===== src/rtl/sfx_pkg.sv =====
// Shared types and clip table defaults for the sound-effect scheduler.
package sfx_pkg;

    localparam int unsigned N_SRC      = 4;
    localparam int unsigned SFX_ADDR_W = 16;
    localparam int unsigned SFX_DATA_W = 16;
    localparam int unsigned SFX_ID_W   = 2;

    // One ROM address per source; element 0 is the highest-priority source.
    typedef logic [N_SRC-1:0][SFX_ADDR_W-1:0] clip_tbl_t;

    localparam clip_tbl_t CLIP_BASE = {16'd5760, 16'd3840, 16'd1920, 16'd0};
    localparam clip_tbl_t CLIP_LEN  = {4{16'd1920}};

    typedef enum logic [1:0] {
        IDLE = 2'd0,
        LOAD = 2'd1,
        PLAY = 2'd2
    } state_t;

endpackage


===== src/rtl/sfx_prio_enc.sv =====
// Fixed-priority encoder: lowest set request index wins.
module sfx_prio_enc
    import sfx_pkg::*;
#(
    parameter int unsigned N = N_SRC,
    parameter int unsigned W = SFX_ID_W
) (
    input  logic [N-1:0] req,
    output logic         any,
    output logic [W-1:0] idx
);

    // Scan from the top so the lowest set index is the last one written.
    always_comb begin
        any = 1'b0;
        idx = '0;
        for (int i = int'(N) - 1; i >= 0; i--) begin
            if (req[i]) begin
                any = 1'b1;
                idx = W'(i);
            end
        end
    end

endmodule


===== src/rtl/sfx_scheduler.sv =====
// Sound-effect scheduler: latches triggers, arbitrates by priority and plays
// one clip at a time from the shared sample ROM, one held sample per period.
module sfx_scheduler
    import sfx_pkg::*;
#(
    parameter int unsigned HOLD_TIME     = 31_250,
    parameter clip_tbl_t   CLIP_BASE_TBL = CLIP_BASE,
    parameter clip_tbl_t   CLIP_LEN_TBL  = CLIP_LEN
) (
    input  logic                         clk,
    input  logic                         rst,
    input  logic [N_SRC-1:0]             trig,
    input  logic                         mute,
    output logic [SFX_ADDR_W-1:0]        rom_addr,
    input  logic signed [SFX_DATA_W-1:0] rom_data,
    output logic signed [SFX_DATA_W-1:0] sample_out,
    output logic                         sample_strobe,
    output logic                         busy,
    output logic [SFX_ID_W-1:0]          active_id
);

    localparam int unsigned CNT_W = (HOLD_TIME > 1) ? $clog2(HOLD_TIME) : 1;

    state_t                       state, state_nx;
    logic [N_SRC-1:0]             pend, pend_nx, pend_clr_c;
    logic [CNT_W-1:0]             time_cnt, time_nx;
    logic [SFX_ADDR_W-1:0]        addr_nx, clip_last_c;
    logic signed [SFX_DATA_W-1:0] sample_nx;
    logic                         strobe_nx;
    logic [SFX_ID_W-1:0]          id_nx;
    logic                         win_any_c, grant_c, boundary_c;
    logic [SFX_ID_W-1:0]          win_idx_c;

    sfx_prio_enc #(
        .N (N_SRC),
        .W (SFX_ID_W)
    ) u_prio_enc (
        .req (pend),
        .any (win_any_c),
        .idx (win_idx_c)
    );

    // Next-state, grant and output decisions.
    always_comb begin
        state_nx    = state;
        time_nx     = time_cnt;
        addr_nx     = rom_addr;
        sample_nx   = sample_out;
        strobe_nx   = 1'b0;
        id_nx       = active_id;
        grant_c     = 1'b0;
        pend_clr_c  = '0;
        clip_last_c = CLIP_BASE_TBL[active_id] + CLIP_LEN_TBL[active_id] - SFX_ADDR_W'(1);
        boundary_c  = (time_cnt == CNT_W'(HOLD_TIME - 1));

        case (state)
            IDLE: begin
                sample_nx = '0;
                addr_nx   = '0;
                time_nx   = '0;
                if (win_any_c && !mute) grant_c = 1'b1;
            end
            LOAD: begin
                state_nx = PLAY;
                time_nx  = '0;
            end
            PLAY: begin
                time_nx = boundary_c ? '0 : time_cnt + 1'b1;
                if (boundary_c) begin
                    if (mute) begin
                        state_nx  = IDLE;
                        sample_nx = '0;
                        addr_nx   = '0;
                    end else begin
                        sample_nx = rom_data;
                        strobe_nx = 1'b1;
                        // Lowest pending index at or above our priority preempts/retriggers.
                        if (win_any_c && (win_idx_c <= active_id)) begin
                            grant_c = 1'b1;
                        end else if (rom_addr == clip_last_c) begin
                            if (win_any_c) begin
                                grant_c = 1'b1;
                            end else begin
                                state_nx = IDLE;
                                addr_nx  = '0;
                            end
                        end else begin
                            addr_nx = rom_addr + 1'b1;
                        end
                    end
                end
            end
            default: state_nx = IDLE;
        endcase

        if (grant_c) begin
            state_nx              = LOAD;
            addr_nx               = CLIP_BASE_TBL[win_idx_c];
            id_nx                 = win_idx_c;
            pend_clr_c[win_idx_c] = 1'b1;
        end

        // A trigger landing with a grant of the same bit keeps the bit set.
        pend_nx = mute ? '0 : ((pend & ~pend_clr_c) | trig);
    end

    // State, pending and output registers.
    always_ff @(posedge clk) begin
        if (rst) begin
            state         <= IDLE;
            pend          <= '0;
            time_cnt      <= '0;
            rom_addr      <= '0;
            sample_out    <= '0;
            sample_strobe <= 1'b0;
            busy          <= 1'b0;
            active_id     <= '0;
        end else begin
            state         <= state_nx;
            pend          <= pend_nx;
            time_cnt      <= time_nx;
            rom_addr      <= addr_nx;
            sample_out    <= sample_nx;
            sample_strobe <= strobe_nx;
            busy          <= (state_nx != IDLE);
            active_id     <= id_nx;
        end
    end

endmodule


===== config.mk =====
export PLATFORM = sky130hd
export DESIGN_NAME = sfx_scheduler
export DESIGN_NICKNAME = d
export VERILOG_FILES = /design/src/rtl/sfx_pkg.sv /design/src/rtl/sfx_prio_enc.sv /design/src/rtl/sfx_scheduler.sv
export SDC_FILE = /design/constraint.sdc
export NUM_CORES = 1
export LEC_CHECK = 0
export BUFFER_PORTS_ARGS = -buffer_cell sky130_fd_sc_hd__buf_2
export CAP_MARGIN = 40
export CELL_PAD_IN_SITES_DETAIL_PLACEMENT = 0
export CELL_PAD_IN_SITES_GLOBAL_PLACEMENT = 1
export CORE_MARGIN = 3
export CORE_UTILIZATION = 45
export CTS_BUF_LIST = sky130_fd_sc_hd__clkbuf_4 sky130_fd_sc_hd__clkbuf_8
export CTS_CLUSTER_DIAMETER = 80
export DETAILED_ROUTE_END_ITERATION = 7
export GPL_ROUTABILITY_DRIVEN = 1
export PLACE_DENSITY_LB_ADDON = 0.05
export SYNTH_ARGS = -nofsm -noshare
export SYNTH_HDL_FRONTEND = slang
export SYNTH_SLANG_ARGS = --single-unit

===== constraint.sdc =====
create_clock -name clk -period 5.35 [get_ports clk]
set_input_delay 1.07 -clock clk [delete_from_list [all_inputs] [get_ports clk]]
set_output_delay 1.07 -clock clk [all_outputs]
set_load 0.01 [all_outputs]

==> impl_metrics.json, run 1 <==
{
  "status": "finished, final reports clean",
  "synth_seq_area_share_pct": 37.6,
  "gr-total-overflow": 0,
  "setup_viol": 0,
  "synth.area.top_cells": "dfxtp_1, a21oi_1, nand2_1, nand3_1, nor2_1",
  "min-delay-path-class": "reg2reg",
  "cts_resized": 0,
  "grt_pass1_wl_um": 13800,
  "rows": 29,
  "multi_input_area_um2": 1790,
  "clk_latency_ns": 0.33,
  "hpwl_um": 5810,
  "drtAntennaViolNets": 0,
  "worstPathCellList": "inv_1 > ha_1 > nand2b_1 > and4_1 > or4_4 > o31ai_4 > nor2_1 > a32o_1",
  "holdBufCountCts": 0,
  "synth.top_cells.by_count": "dfxtp_1, nand2_1, nor2_1, a21oi_1, nand3_1",
  "grt_max_degree": 40,
  "power_density_nw_per_um2": 282,
  "crit_arrival_ns": 3.50,
  "fillers": 623,
  "synthToLayoutAreaGrowth_pct": 19.4,
  "finalHoldViolations": 0,
  "post-route-period-util_pct": 61.3,
  "tightest_slew_ns": 0.845,
  "crit_type": "reg2reg",
  "netlist.area_leader.share_pct": 37.6,
  "drc": 0,
  "cts_root_buf": "clkbuf_8",
  "firstDrtPassIters": 4,
  "gp_congestion": 0.785,
  "synthFlopType": "dfxtp_1",
  "io_pins": 59,
  "drive_gt1_share_pct": 20.7,
  "fp.dieW_um": 88.1,
  "core_um2": 6460,
  "synthAdderAreaFrac_pct": 4.12,
  "antenna_found_initial": 0,
  "syn_area_per_cell_um2": 8.12,
  "cts.sinks": 57,
  "synth_edf_count": 0,
  "r2r_slack_ns": 2.07,
  "regArea_um2": 1140,
  "antenna_cells": 0,
  "grt_usage_pct": 22.4,
  "cp-end-kind": "flip-flop",
  "rsz0062_at_grt": "false",
  "period_needed_ns": 3.28,
  "slew_violations": 0,
  "cts_setup_buffers": 0,
  "cts_tree": "yes",
  "drt_iter0_markers": 115,
  "htree_levels": 3,
  "crit_path_max_fanout": 16,
  "cap_violations": 0,
  "p_leak_nw": 1.42,
  "slowest_stage": "o31ai_4",
  "clk_pin_slew_worst_paths_ns": 0.07,
  "ys_ff_latch": 57,
  "start_kind": "flip-flop",
  "synth_xor_area_share_pct": 2.88,
  "synth_top_family_by_area": "simple AND/OR/NAND/NOR gates",
  "slowest_delay_ns": 0.77,
  "cts.path.max_buffers": 2,
  "fin_nets": 462,
  "avgViaCountPerCell": 5.88,
  "hold_depth": 2,
  "yosysTopAreaCell": "dfxtp_1",
  "async_reset_ff_share_pct": 0,
  "yosys.area_share.simple_pct": 29.0,
  "muxShareOfSynthArea_pct": 0.371,
  "start_util_pct": 47.0,
  "port_buffers": 58,
  "yosysMostFrequentCell": "dfxtp_1",
  "synth.distinct_cells": 55,
  "wl_per_cell_um": 16.1,
  "syn-cell-area_um2": 3040,
  "fmax_ghz": 0.305,
  "setup_ws_ns": 2.07,
  "first_global_vias": 2872,
  "syn_inst": 374,
  "yosysWarnings": 0,
  "synth_compound_area_share_pct": 22.5,
  "synth_fp_nets": 407,
  "place_ws_ns": 2.05,
  "peakVddDrop_uv": 176,
  "r2r.worst_path.cells": 8,
  "dieArea_um2": 7770,
  "finalWirelength_um": 8210,
  "fin_skew_ns": 0.0107,
  "worstPathRequired_ns": 5.58,
  "fin_setup_tns_ns": 0,
  "cts_buffers": 9,
  "vias": 3004,
  "slew-limit-headroom_pct": 43.7,
  "die_h_um": 88.1
}
-- power by group --
| group | switching, mW | internal, mW | total [mW] |
|---|---|---|---|
| Clock | 0.178 | 0.279 | 0.457 |
| Combinational | 0.0797 | 0.0430 | 0.123 |
| Sequential | 0.0106 | 0.432 | 0.442 |
-- metal layers --
metal | global-route usage, % | routed length [um] | up-vias | share of wire (%)
met5 | 0 | 0 | - | 0
met4 | 10.2 | 158 | 0 | 1.9
met3 | 4.42 | 379 | 14 | 4.6
met2 | 35.1 | 3930 | 84 | 48
met1 | 29.9 | 3750 | 1402 | 46
li1 | - | - | 1504 | -
-- cell families (layout without fill, tap and decap cells) --
logic type	Yosys count	count (layout)
DFF	57	57
muxes	1	1
and+or+nand+nor	170	170
adders and majority gates	10	10
xor gates and xnor gates	10	10
AOI/OAI and AO/OA	100	100
buffers and inverters	26	86
-- through the flow --
stage | util (%) | cells | hold slack, ns | total power, mW | area (um^2)
CTS | 56.1 | 511 | 0.450 | 1.03 | 3620
global placement | 52.1 | 492 | 0.434 | 0.569 | 3360
floorplan | - | 374 | 0.437 | 0.532 | 3040
global route | 56.1 | 511 | 0.471 | 1.07 | 3620
finish | 56.1 | 511 | 0.447 | 1.02 | 3620
detailed placement | 52.7 | 495 | 0.442 | 0.574 | 3400
-- cell usage in the layout (no fill, tap or decap), types with 6 or more instances in the layout --
cell,count
nand4_1,7
nand2_1,38
ha_1,10
buf_2,58
a21oi_1,31
clkbuf_8,10
nor3_1,14
nor2_1,35
nand3_1,27
inv_1,7
dfxtp_1,57
nand2b_1,6
nor4_1,8
a2bb2oi_1,6
xor2_1,6
o21ai_0,20
a31oi_1,8
-- final cells by class --
cell class              count  share of cell area [%]
repair buffers             63                    9.49
inverters                   7                   0.725
clock inverters             5                    2.17
clock buffers              11                    4.00
well taps                  77                    2.66
multi-input cells         291                    49.5
flip-flops and latches     57                    31.5
-- sequential cells by signal, indices dropped and copies added, names as in the netlist --
| name | count |
|---|---|
| rom_addr | 16 |
| sample_out | 16 |
| time_cnt | 15 |
| pend | 4 |
| active_id | 2 |
| state | 2 |
| busy | 1 |
| sample_strobe | 1 |
-- worst max-delay path, delay by kind of cell (launching register included) --
family,cells,cell delay [ns]
fa+ha+maj,1,0.33
flops,1,0.48
simple gates,4,1.13
buf+inv,1,0.13
compound gates,2,1.09
-- path summary, 6_finish.rpt --
path / to / start
worst max-delay path: rom_addr[2] / active_id[0]
worst max register to register: rom_addr[2] / active_id[0]
worst min-delay path: sample_out[6] / sample_out[6]
worst min register to register: sample_out[6] / sample_out[6]
Note: power is estimated with default switching activity, not from simulation.
==> run 2: changes to the inputs <==
CORE_UTILIZATION = 42   (was 45)
clock period = 3.4 ns   (was 5.35 ns; I/O delays follow)
==> run 2 against run 1 <==
  * Sequential share of layout area rose by 0.098 points
  * Largest power group is now registers
  * Setup slack worse by 1.6 ns
  * Clock power grew 18%
  * Combinational power rose by 63%
  * Die area up 6.7%
  * First-iteration DRC count up 38%
==> impl_metrics.json, run 2 (synthesis gave the netlist of run 1 again) <==
{
  "status": "finished, final reports clean",
  "wl_per_cell_um": 15.5,
  "firstDrtPassIters": 4,
  "grt_usage_pct": 20.5,
  "cp-end-kind": "flip-flop",
  "period_needed_ns": 2.94,
  "critPathTopFamily": "simple AND/OR/NAND/NOR gates",
  "clk_latency_ns": 0.33,
  "cts.sinks": 57,
  "cts_tree": "yes",
  "first_global_vias": 2803,
  "power_density_nw_per_um2": 397,
  "avgViaCountPerCell": 5.66,
  "holdWs_ns": 0.446,
  "final_cell_mix": "buf_2, dfxtp_1, nand2_1, nor2_1, a21oi_1",
  "fmax_ghz": 0.340,
  "worstPathRequired_ns": 3.62,
  "critPathBufInv": 2,
  "drive_gt1_share_pct": 21.6,
  "slowest_stage": "or4_4",
  "r2r_slack_ns": 0.46,
  "p_leak_nw": 1.41,
  "cts_root_buf": "clkbuf_8",
  "final_common_cell": "buf_2",
  "antenna_cells": 0,
  "setup_viol": 0,
  "fin_setup_tns_ns": 0,
  "dieArea_um2": 8290,
  "grt_max_degree": 31,
  "peakVddDrop_uv": 193,
  "start_util_pct": 44.0,
  "cts_buffers": 9,
  "power_mw": 1.44,
  "fp.dieW_um": 91.0,
  "gr-total-overflow": 0,
  "finalHoldViolations": 0,
  "crit_path_max_fanout": 9,
  "rows": 30,
  "core_um2": 6910,
  "htree_levels": 3,
  "tightest_slew_ns": 0.699,
  "hpwl_um": 5830,
  "io_pins": 59,
  "clk_pin_slew_worst_paths_ns": 0.07,
  "min-delay-path-class": "reg2reg",
  "grt_pass1_wl_um": 13800,
  "drt_iter0_markers": 159,
  "worstPathCellList": "inv_1 > ha_1 > nand2b_1 > and4_1 > or4_4 > o31ai_4 > buf_4 > nor3_4 > a221o_1",
  "synthToLayoutAreaGrowth_pct": 19.0,
  "gp_congestion": 0.830,
  "vias": 3030,
  "reg.largest.list": "rom_addr x16, sample_out x16, time_cnt x15",
  "rsz0062_at_grt": "false",
  "fin_skew_ns": 0.00781,
  "crit_type": "reg2reg",
  "drtAntennaViolNets": 0,
  "cap_violations": 0,
  "fillers": 740,
  "cts.path.max_buffers": 2,
  "die_h_um": 91.0,
  "holdBufCountCts": 0,
  "port_buffers": 58,
  "slew_violations": 0,
  "antenna_found_initial": 0,
  "slowest_delay_ns": 0.53,
  "cts_resized": 0,
  "crit_arrival_ns": 3.16,
  "start_kind": "flip-flop",
  "fin_nets": 468,
  "drc": 0,
  "slew-limit-headroom_pct": 53.4,
  "finalWirelength_um": 8270,
  "post-route-period-util_pct": 86.4
}
run 2: cell count changes in the layout (fill, tap and decap cells not counted):
cell and delta:
buf_4 +8, bufinv_16 -2, clkinv_2 +2, buf_12 -1, buf_6 -1, clkbuf_4 -1
clkbuf_8 -1, clkinvlp_4 +1
run 2: worst paths after layout:
path,start,to,cells after the start
max,active_id[0],rom_addr[8],9
min,sample_out[5],sample_out[5],2
max reg2reg,active_id[0],rom_addr[8],9
min reg2reg,sample_out[5],sample_out[5],2
run 2: layout make-up:
| type | instances | area (um^2) | area share (%) |
|---|---|---|---|
| Multi-Input combinational cell | 291 | 1790 | 49.6 |
| Timing Repair Buffer | 69 | 373 | 10.3 |
| Clock inverter | 6 | 36.3 | 1.00 |
| Sequential cell | 57 | 1140 | 31.6 |
| Tap cell | 96 | 120 | 3.32 |
| Clock buffer | 9 | 124 | 3.43 |
| Inverter | 7 | 26.3 | 0.727 |
run 2: worst min-delay path, delay by kind of cell (launching register included):
family | cells | cell delay, ns
simple gates | 1 | 0.05
compound gates | 1 | 0.05
flops | 1 | 0.31
run 2: routing by layer:
metal  routed length [um]  vias up  part of all wire [%]  track usage (%)
met5                    0        -                     0                0
met4                  117        0                   1.4             8.54
met3                  395       10                   4.8             3.48
met2                 4090       72                    49             34.6
met1                 3670     1440                    44             25.6
li1                     -     1508                     -                -
run 2: per-stage QoR:
step | util (%) | instance area, um^2 | std cells | setup WS (ns)
floorplan | - | 3040 | 374 | 0.668
global placement | 49.6 | 3420 | 516 | 0.210
detailed placement | 49.6 | 3420 | 516 | 0.140
CTS | 51.9 | 3580 | 531 | 0.110
global route | 52.3 | 3610 | 535 | 0.273
finish | 52.3 | 3610 | 535 | 0.461
run 2: what timing repair did:
item,CTS,global route
setup endpoints to repair,0,5
endpoints found under the hold margin,0,0
buffers inserted,0,4
run 2: power by group:
part,switching [mW],internal (mW)
logic,0.126,0.0740
clock network,0.284,0.256
registers,0.0161,0.679
total,0.426,1.01
